--- config.mk ---
export PLATFORM = sky130hd
export DESIGN_NAME = ball_scan_flat
export DESIGN_NICKNAME = d
export VERILOG_FILES = /design/src/rtl/ball_pkg.sv /design/src/rtl/ball_scan_if.sv /design/src/rtl/ball_pix_classify.sv /design/src/rtl/ball_scan.sv /design/src/flat_wrapper.sv
export SDC_FILE = /design/constraint.sdc
export NUM_CORES = 1
export LEC_CHECK = 0
export CAP_MARGIN = 20
export CORE_MARGIN = 10
export CORE_UTILIZATION = 56
export CTS_BUF_LIST = sky130_fd_sc_hd__clkbuf_8
export DETAILED_ROUTE_END_ITERATION = 10
export GPL_ROUTABILITY_DRIVEN = 0
export GPL_TIMING_DRIVEN = 0
export PLACE_DENSITY = 0.82
export SETUP_SLACK_MARGIN = 0.3
export SYNTH_ARGS = -nofsm -noshare
export SYNTH_HDL_FRONTEND = slang
export SYNTH_SLANG_ARGS = --single-unit
--- constraint.sdc ---
create_clock -name clk -period 2.8 [get_ports clk]
set_clock_uncertainty 0.05 [all_clocks]
set_input_delay 0.28 -clock clk [delete_from_list [all_inputs] [get_ports clk]]
set_output_delay 0.28 -clock clk [all_outputs]
set_load 0.01 [all_outputs]
--- src/rtl/ball_pkg.sv ---
// Shared types and constants for the ball colour-scan block: FSM states,
// RGB565 field positions and coordinate widths.
package ball_pkg;

    typedef enum logic [1:0] {IDLE, READ, DRAIN, DONE} state_t;

    localparam int R_MSB = 15;
    localparam int R_LSB = 11;
    localparam int G_MSB = 10;
    localparam int G_LSB = 5;
    localparam int B_MSB = 4;
    localparam int B_LSB = 0;

    localparam int X_W = 9;
    localparam int Y_W = 4;

endpackage

--- src/rtl/ball_scan_if.sv ---
// Bus between the scan engine and its controller / line buffer:
// control, buffer read port, colour window and scan results.
interface ball_scan_if #(
    parameter int ADDR_W = 12,
    parameter int SUM_W  = 24
) ();
    import ball_pkg::*;

    logic              start;
    logic              abort;
    logic [ADDR_W-1:0] rdaddr;
    logic [15:0]       rddata;
    logic [4:0]        r_min, r_max;
    logic [5:0]        g_min, g_max;
    logic [4:0]        b_min, b_max;
    logic              busy;
    logic              result_valid;
    logic [SUM_W-1:0]  hit_count;
    logic [SUM_W-1:0]  sum_x;
    logic [SUM_W-1:0]  sum_y;
    logic [X_W-1:0]    x_min, x_max;
    logic [Y_W-1:0]    y_min, y_max;

    modport master (
        output start, abort, rddata, r_min, r_max, g_min, g_max, b_min, b_max,
        input  rdaddr, busy, result_valid, hit_count, sum_x, sum_y,
               x_min, x_max, y_min, y_max
    );

    modport slave (
        input  start, abort, rddata, r_min, r_max, g_min, g_max, b_min, b_max,
        output rdaddr, busy, result_valid, hit_count, sum_x, sum_y,
               x_min, x_max, y_min, y_max
    );

endinterface

--- src/rtl/ball_pix_classify.sv ---
// Combinational RGB565 colour-window test; a window with min>max never hits.
module ball_pix_classify
    import ball_pkg::*;
(
    input  logic [15:0] rddata,
    input  logic [4:0]  r_min, r_max,
    input  logic [5:0]  g_min, g_max,
    input  logic [4:0]  b_min, b_max,
    output logic        hit
);

    logic [4:0] r;
    logic [5:0] g;
    logic [4:0] b;

    assign r = rddata[R_MSB:R_LSB];
    assign g = rddata[G_MSB:G_LSB];
    assign b = rddata[B_MSB:B_LSB];

    assign hit = (r >= r_min) && (r <= r_max) &&
                 (g >= g_min) && (g <= g_max) &&
                 (b >= b_min) && (b <= b_max);

endmodule

--- src/rtl/ball_scan.sv ---
// Scans the captured line buffer once per start pulse and accumulates hit count,
// coordinate sums and (with BALL_BBOX_EN defined) the bounding box of the hits.
module ball_scan
    import ball_pkg::*;
#(
    parameter int ADDR_W    = 12,
    parameter int BASE_ADDR = 1,
    parameter int LINE_W    = 320,
    parameter int NUM_LINES = 12,
    parameter int SUM_W     = 24
) (
    input  logic        clk,
    input  logic        rst_n,
    ball_scan_if.slave  bus
);

    localparam int N     = LINE_W * NUM_LINES;
    localparam int CNT_W = $clog2(N + 1);

    function automatic logic [SUM_W-1:0] sat_add(logic [SUM_W-1:0] a, logic [SUM_W-1:0] b);
        logic [SUM_W:0] s;
        s = {1'b0, a} + {1'b0, b};
        return s[SUM_W] ? '1 : s[SUM_W-1:0];
    endfunction

    state_t           state;
    logic [CNT_W-1:0] cnt;
    logic [X_W-1:0]   x, px;
    logic [Y_W-1:0]   y, py;
    logic [0:0]       vld_pipe;
    logic [SUM_W-1:0] acc_cnt, acc_sx, acc_sy;
    logic [SUM_W-1:0] cnt_nxt, sx_nxt, sy_nxt;
    logic             hit, hit_v;

    ball_pix_classify u_cls (
        .rddata (bus.rddata),
        .r_min  (bus.r_min), .r_max (bus.r_max),
        .g_min  (bus.g_min), .g_max (bus.g_max),
        .b_min  (bus.b_min), .b_max (bus.b_max),
        .hit    (hit)
    );

    // rddata belongs to the address issued last cycle, tagged by vld_pipe/px/py
    assign hit_v = vld_pipe[0] & hit;

    always_comb begin
        cnt_nxt = acc_cnt;
        sx_nxt  = acc_sx;
        sy_nxt  = acc_sy;
        if (hit_v) begin
            cnt_nxt = sat_add(acc_cnt, SUM_W'(1));
            sx_nxt  = sat_add(acc_sx, SUM_W'(px));
            sy_nxt  = sat_add(acc_sy, SUM_W'(py));
        end
    end

`ifdef BALL_BBOX_EN
    logic [X_W-1:0] bx_min, bx_max, bx_min_nxt, bx_max_nxt;
    logic [Y_W-1:0] by_min, by_max, by_min_nxt, by_max_nxt;

    always_comb begin
        bx_min_nxt = bx_min;
        bx_max_nxt = bx_max;
        by_min_nxt = by_min;
        by_max_nxt = by_max;
        if (hit_v) begin
            if (px < bx_min) bx_min_nxt = px;
            if (px > bx_max) bx_max_nxt = px;
            if (py < by_min) by_min_nxt = py;
            if (py > by_max) by_max_nxt = py;
        end
    end

    always_ff @(posedge clk or negedge rst_n) begin
        if (!rst_n) begin
            bx_min    <= '1;
            bx_max    <= '0;
            by_min    <= '1;
            by_max    <= '0;
            bus.x_min <= '0;
            bus.x_max <= '0;
            bus.y_min <= '0;
            bus.y_max <= '0;
        end else if (!bus.abort) begin
            if (state == IDLE && bus.start) begin
                bx_min <= '1;
                bx_max <= '0;
                by_min <= '1;
                by_max <= '0;
            end else begin
                bx_min <= bx_min_nxt;
                bx_max <= bx_max_nxt;
                by_min <= by_min_nxt;
                by_max <= by_max_nxt;
            end
            // no hits: report an all-zero box rather than the init sentinels
            if (state == DRAIN) begin
                bus.x_min <= (cnt_nxt == '0) ? '0 : bx_min_nxt;
                bus.x_max <= (cnt_nxt == '0) ? '0 : bx_max_nxt;
                bus.y_min <= (cnt_nxt == '0) ? '0 : by_min_nxt;
                bus.y_max <= (cnt_nxt == '0) ? '0 : by_max_nxt;
            end
        end
    end
`else
    assign bus.x_min = '0;
    assign bus.x_max = '0;
    assign bus.y_min = '0;
    assign bus.y_max = '0;
`endif

    always_ff @(posedge clk or negedge rst_n) begin
        if (!rst_n) begin
            state            <= IDLE;
            cnt              <= '0;
            x                <= '0;
            y                <= '0;
            px               <= '0;
            py               <= '0;
            vld_pipe         <= '0;
            acc_cnt          <= '0;
            acc_sx           <= '0;
            acc_sy           <= '0;
            bus.rdaddr       <= ADDR_W'(BASE_ADDR);
            bus.busy         <= 1'b0;
            bus.result_valid <= 1'b0;
            bus.hit_count    <= '0;
            bus.sum_x        <= '0;
            bus.sum_y        <= '0;
        end else begin
            vld_pipe[0]      <= 1'b0;
            bus.result_valid <= 1'b0;
            acc_cnt          <= cnt_nxt;
            acc_sx           <= sx_nxt;
            acc_sy           <= sy_nxt;
            if (bus.abort) begin
                state      <= IDLE;
                bus.busy   <= 1'b0;
                bus.rdaddr <= ADDR_W'(BASE_ADDR);
            end else begin
                case (state)
                    IDLE: if (bus.start) begin
                        state      <= READ;
                        bus.busy   <= 1'b1;
                        bus.rdaddr <= ADDR_W'(BASE_ADDR);
                        cnt        <= '0;
                        x          <= '0;
                        y          <= '0;
                        acc_cnt    <= '0;
                        acc_sx     <= '0;
                        acc_sy     <= '0;
                    end
                    READ: begin
                        vld_pipe[0] <= 1'b1;
                        px          <= x;
                        py          <= y;
                        bus.rdaddr  <= bus.rdaddr + ADDR_W'(1);
                        cnt         <= cnt + CNT_W'(1);
                        if (x == X_W'(LINE_W - 1)) begin
                            x <= '0;
                            y <= y + Y_W'(1);
                        end else begin
                            x <= x + X_W'(1);
                        end
                        if (cnt == CNT_W'(N - 1)) state <= DRAIN;
                    end
                    DRAIN: begin
                        state            <= DONE;
                        bus.busy         <= 1'b0;
                        bus.result_valid <= 1'b1;
                        bus.rdaddr       <= ADDR_W'(BASE_ADDR);
                        bus.hit_count    <= cnt_nxt;
                        bus.sum_x        <= sx_nxt;
                        bus.sum_y        <= sy_nxt;
                    end
                    default: state <= IDLE;
                endcase
            end
        end
    end

endmodule
--- src/flat_wrapper.sv ---
// flat-port wrapper written by rule: the top's interface ports become plain ports
module ball_scan_flat import ball_pkg::*;
#(
    parameter int ADDR_W    = 12,
    parameter int BASE_ADDR = 1,
    parameter int LINE_W    = 320,
    parameter int NUM_LINES = 12,
    parameter int SUM_W     = 24
)
  (clk, rst_n, bus_start, bus_abort, bus_rddata, bus_r_min, bus_r_max, bus_g_min, bus_g_max, bus_b_min, bus_b_max, bus_rdaddr, bus_busy, bus_result_valid, bus_hit_count, bus_sum_x, bus_sum_y, bus_x_min, bus_x_max, bus_y_min, bus_y_max);
  ball_scan_if #(.ADDR_W(ADDR_W), .SUM_W(SUM_W)) bus_i ();
  input  logic clk;
  input  logic rst_n;
  input wire logic [$bits(bus_i.start)-1:0] bus_start;
  input wire logic [$bits(bus_i.abort)-1:0] bus_abort;
  input wire logic [$bits(bus_i.rddata)-1:0] bus_rddata;
  input wire logic [$bits(bus_i.r_min)-1:0] bus_r_min;
  input wire logic [$bits(bus_i.r_max)-1:0] bus_r_max;
  input wire logic [$bits(bus_i.g_min)-1:0] bus_g_min;
  input wire logic [$bits(bus_i.g_max)-1:0] bus_g_max;
  input wire logic [$bits(bus_i.b_min)-1:0] bus_b_min;
  input wire logic [$bits(bus_i.b_max)-1:0] bus_b_max;
  output wire logic [$bits(bus_i.rdaddr)-1:0] bus_rdaddr;
  output wire logic [$bits(bus_i.busy)-1:0] bus_busy;
  output wire logic [$bits(bus_i.result_valid)-1:0] bus_result_valid;
  output wire logic [$bits(bus_i.hit_count)-1:0] bus_hit_count;
  output wire logic [$bits(bus_i.sum_x)-1:0] bus_sum_x;
  output wire logic [$bits(bus_i.sum_y)-1:0] bus_sum_y;
  output wire logic [$bits(bus_i.x_min)-1:0] bus_x_min;
  output wire logic [$bits(bus_i.x_max)-1:0] bus_x_max;
  output wire logic [$bits(bus_i.y_min)-1:0] bus_y_min;
  output wire logic [$bits(bus_i.y_max)-1:0] bus_y_max;
  assign bus_i.start = bus_start;
  assign bus_i.abort = bus_abort;
  assign bus_i.rddata = bus_rddata;
  assign bus_i.r_min = bus_r_min;
  assign bus_i.r_max = bus_r_max;
  assign bus_i.g_min = bus_g_min;
  assign bus_i.g_max = bus_g_max;
  assign bus_i.b_min = bus_b_min;
  assign bus_i.b_max = bus_b_max;
  assign bus_rdaddr = bus_i.rdaddr;
  assign bus_busy = bus_i.busy;
  assign bus_result_valid = bus_i.result_valid;
  assign bus_hit_count = bus_i.hit_count;
  assign bus_sum_x = bus_i.sum_x;
  assign bus_sum_y = bus_i.sum_y;
  assign bus_x_min = bus_i.x_min;
  assign bus_x_max = bus_i.x_max;
  assign bus_y_min = bus_i.y_min;
  assign bus_y_max = bus_i.y_max;
  ball_scan #(.ADDR_W(ADDR_W), .BASE_ADDR(BASE_ADDR), .LINE_W(LINE_W), .NUM_LINES(NUM_LINES), .SUM_W(SUM_W)) u_core (.clk(clk), .rst_n(rst_n), .bus(bus_i));
endmodule
==> results.sh <==
export IMPL_outcome="complete, but fails checks"
export IMPL_violations="negative setup slack"
export IMPL_crit_chain="dlygate4sd2_1 > inv_2 > ha_4 > a41oi_2 > o21ai_1 > o22ai_2 > o2111ai_4 > buf_4 > buf_6 > clkbuf_4 > nor4_2 > o2bb2ai_2 > o21ai_0"
export IMPL_synth_cell_types=67
export IMPL_cts_sinks=199
export IMPL_crit_fanout=10
export IMPL_synthMuxAreaShare=0.0348
export IMPL_mostFrequentLayoutCell="dfrtp_1"
export IMPL_ys_flop_type="dfrtp_1"
export IMPL_die_h_um=159
export IMPL_cp_required_ps=3170
export IMPL_fmax_mhz=346
export IMPL_clkTransAtPathRegs_ps=100
export IMPL_nFillCells=1042
export IMPL_cap_viol_max_count=0
export IMPL_maxSlewViolCount=0
export IMPL_routed_wl_um=40800
export IMPL_hpwl_um=21800
export IMPL_netlist_instances=1185
export IMPL_clockBufferDepth=2
export IMPL_synth_simple_area_share=0.228
export IMPL_antenna_cells=0
export IMPL_ys_warn_count=0
export IMPL_synthAdderAreaFrac=0.0659
export IMPL_viasPerCell=6.64
export IMPL_track_usage=0.249
export IMPL_synthArstFlopShare=1.00
export IMPL_startpoint="bus_g_max[3]"
export IMPL_endpoint_kind="register"
export IMPL_path_class="input pin to register"
export IMPL_leakage_nw=6.81
export IMPL_timing_rr_start="u_core.acc_sx[1]"
export IMPL_cp_slowest_cell="nor4_2"
export IMPL_synth_top_family_by_area="simple AND/OR/NAND/NOR gates"
export IMPL_rows=50
export IMPL_first_pass_iters=8
export IMPL_holdCritPathClass="input pin to async pin"
export IMPL_p_per_area_nw_per_um2=434
export IMPL_fin_util=0.804
export IMPL_ant_nets=0
export IMPL_wl_per_cell_um=23.7
export IMPL_die_area_um2=25400
export IMPL_avgSynthCellArea_um2=9.16
export IMPL_slowest_delay_ps=610
export IMPL_post_place_ws_ps=-671
export IMPL_ioPinCount=164
export IMPL_synth_xor_area_share=0.0161
export IMPL_antenna_found_initial=0
export IMPL_die_w_um=159
export IMPL_finalNetCount=1553
export IMPL_ir_worst_vdd_mv=0.526
export IMPL_synth_top_cell_by_area="dfrtp_1"
export IMPL_grt_overflow_total=0
export IMPL_synth_compound_area_frac=0.141
export IMPL_mostFrequentLayoutCells="dfrtp_1 (195), nand2_1 (191), clkdlybuf4s50_1 (104)"
export IMPL_worst_slew_pin_slew_ps=926
export IMPL_crit_path_start_kind="input pin"
export IMPL_hold_slack_ps=272
export IMPL_fin_ws_ps=-89.5
export IMPL_final_period_utilization=1.03
export IMPL_cts_tree="done"
export IMPL_grt_pass1_wl_um=52600
export IMPL_synth_top_cell_area_share=0.456
export IMPL_cp_arrival_ps=3260
export IMPL_drc=0
export IMPL_core_area_um2=18900
export IMPL_final_setup_viol_count=3
export IMPL_initial_utilization=0.575
export IMPL_synth_area_um2=10900
export IMPL_vias=11400
export IMPL_yosysSeqAreaShare=0.459
export IMPL_grt_max_degree=123
export IMPL_drive_gt1_frac=0.253
export IMPL_setup_tns_ps=-138
export IMPL_maxSlewHeadroom=0.382
export IMPL_total_power_mw=6.60
export IMPL_cts_htree_levels=4
export IMPL_synth_edf_count=0
export IMPL_synth_seq_cells=199
export IMPL_area_growth_pct=39.9
export IMPL_cts_buffers=17
export IMPL_rsz0062_at_grt="true"
export IMPL_clockRootBuffer="clkbuf_8"
export IMPL_drt_iter0_drc=1511
export IMPL_hold_violations=0
export IMPL_post_route_min_period_ps=2890
export IMPL_grt_pass1_vias=10100
export IMPL_clk_latency_ps=520
export IMPL_yosys_top_cells_area="dfrtp_1 (46%), nand2_1 (6.7%), ha_1 (6.2%)"
export IMPL_port_buffers=137
-- metrics by stage --
stage                     cells  area, um2
final                      1718      15200
after global routing       1718      15200
after CTS                  1674      14100
after detailed placement   1608      12700
after global placement     1607      12700
after floorplan            1210      11000
-- registers in the layout, summed over array words and instances (netlist names) --
name / count
u_core.acc_sy: 24
u_core.cnt: 12
u_core.state: 2
u_core.bus.rdaddr: 12
u_core.bus.busy: 1
u_core.bus.hit_count: 24
u_core.bus.sum_x: 24
u_core.acc_sx: 24
u_core.y: 4
u_core.vld_pipe: 1
u_core.x: 9
u_core.bus.sum_y: 24
u_core.bus.result_valid: 1
u_core.acc_cnt: 24
u_core.py: 4
u_core.px: 9
-- logic make-up (layout without fill, tap and decap cells) --
group / Yosys count / in the layout
buffers and inverters: 127 / 375
adders and majority gates: 56 / 56
muxes: 37 / 37
AOI/OAI and AO/OA: 238 / 238
other: 1 / 26
and+or+nand+nor: 507 / 507
xor gates and xnor gates: 20 / 20
DFF: 199 / 199
-- synthesized netlist by cell type, types with 6 or more instances --
master / count
o41ai_1: 10
a31oi_1: 14
dfrtp_1: 198
inv_1: 45
and3_1: 23
or3_1: 10
nand3_1: 30
o31ai_1: 28
xor2_1: 15
buf_4: 28
nor2_1: 99
mux2_2: 6
a21oi_1: 51
and2_1: 11
nand2_1: 194
buf_2: 10
nor4_1: 30
nor3_1: 35
o21ai_0: 77
clkbuf_1: 41
nand4_1: 24
mux2i_1: 31
ha_1: 54
o21ai_1: 8
nor2b_1: 6
nand2b_1: 11
and4_1: 12
-- worst max-delay path, delay by kind of cell --
| family | cells | cell delay, ps |
|---|---|---|
| AO/OA/AOI/OAI | 6 | 1230 |
| adder cells (fa/ha/maj) | 1 | 210 |
| buffers and inverters | 5 | 920 |
| AND/OR/NAND/NOR | 1 | 610 |
-- layout make-up --
type | instances | area (um2) | area share
clock buffers | 19 | 262 | 0.0172
plain buffers | 82 | 567 | 0.0373
inverters | 45 | 169 | 0.0111
clock inverters | 13 | 82.6 | 0.00544
multi-input cells | 884 | 6700 | 0.441
repair buffers | 216 | 2100 | 0.138
flip-flops and latches | 199 | 4980 | 0.328
well taps | 260 | 325 | 0.0214
-- timing repair --
| action | in CTS | in global routing |
|---|---|---|
| buffers inserted | 30 | 41 |
| gates resized for setup | 189 | 189 |
| hold buffers | 1 | 0 |
| endpoints found under the setup margin | 146 | 159 |
| endpoints found under the hold margin | 76 | 0 |
| pin swaps | 54 | 66 |
| gates cloned | 3 | 3 |
-- final timing paths --
kind | endpoint | slack [ps] | cells after the start
max in group asynchronous | u_core.px[1] | 1350 | 3
setup / recovery | u_core.bus.sum_y[17] | -90 | 13
setup reg to reg | u_core.acc_sx[11] | -30 | 9
hold reg to reg | u_core.bus.hit_count[16] | 430 | 2
min in group clk | u_core.bus.hit_count[16] | 430 | 2
hold / removal | u_core.acc_cnt[7] | 270 | 2
-- layer usage --
layer,vias to the layer above,wire (um),track usage
met3,328,4720,0.0609
met5,-,0,0
met2,1023,19400,0.418
met1,5347,14000,0.303
met4,0,2690,0.0901
li1,4703,-,-
-- report_power, final --
group / switching [mW] / total (mW) / leakage [nW] / internal, mW
clock network: 1.08 / 1.74 / 0.184 / 0.654
registers: 0.157 / 3.17 / 2.76 / 3.02
logic: 1.07 / 1.68 / 3.87 / 0.614
Power figures use the tool's default switching activity.
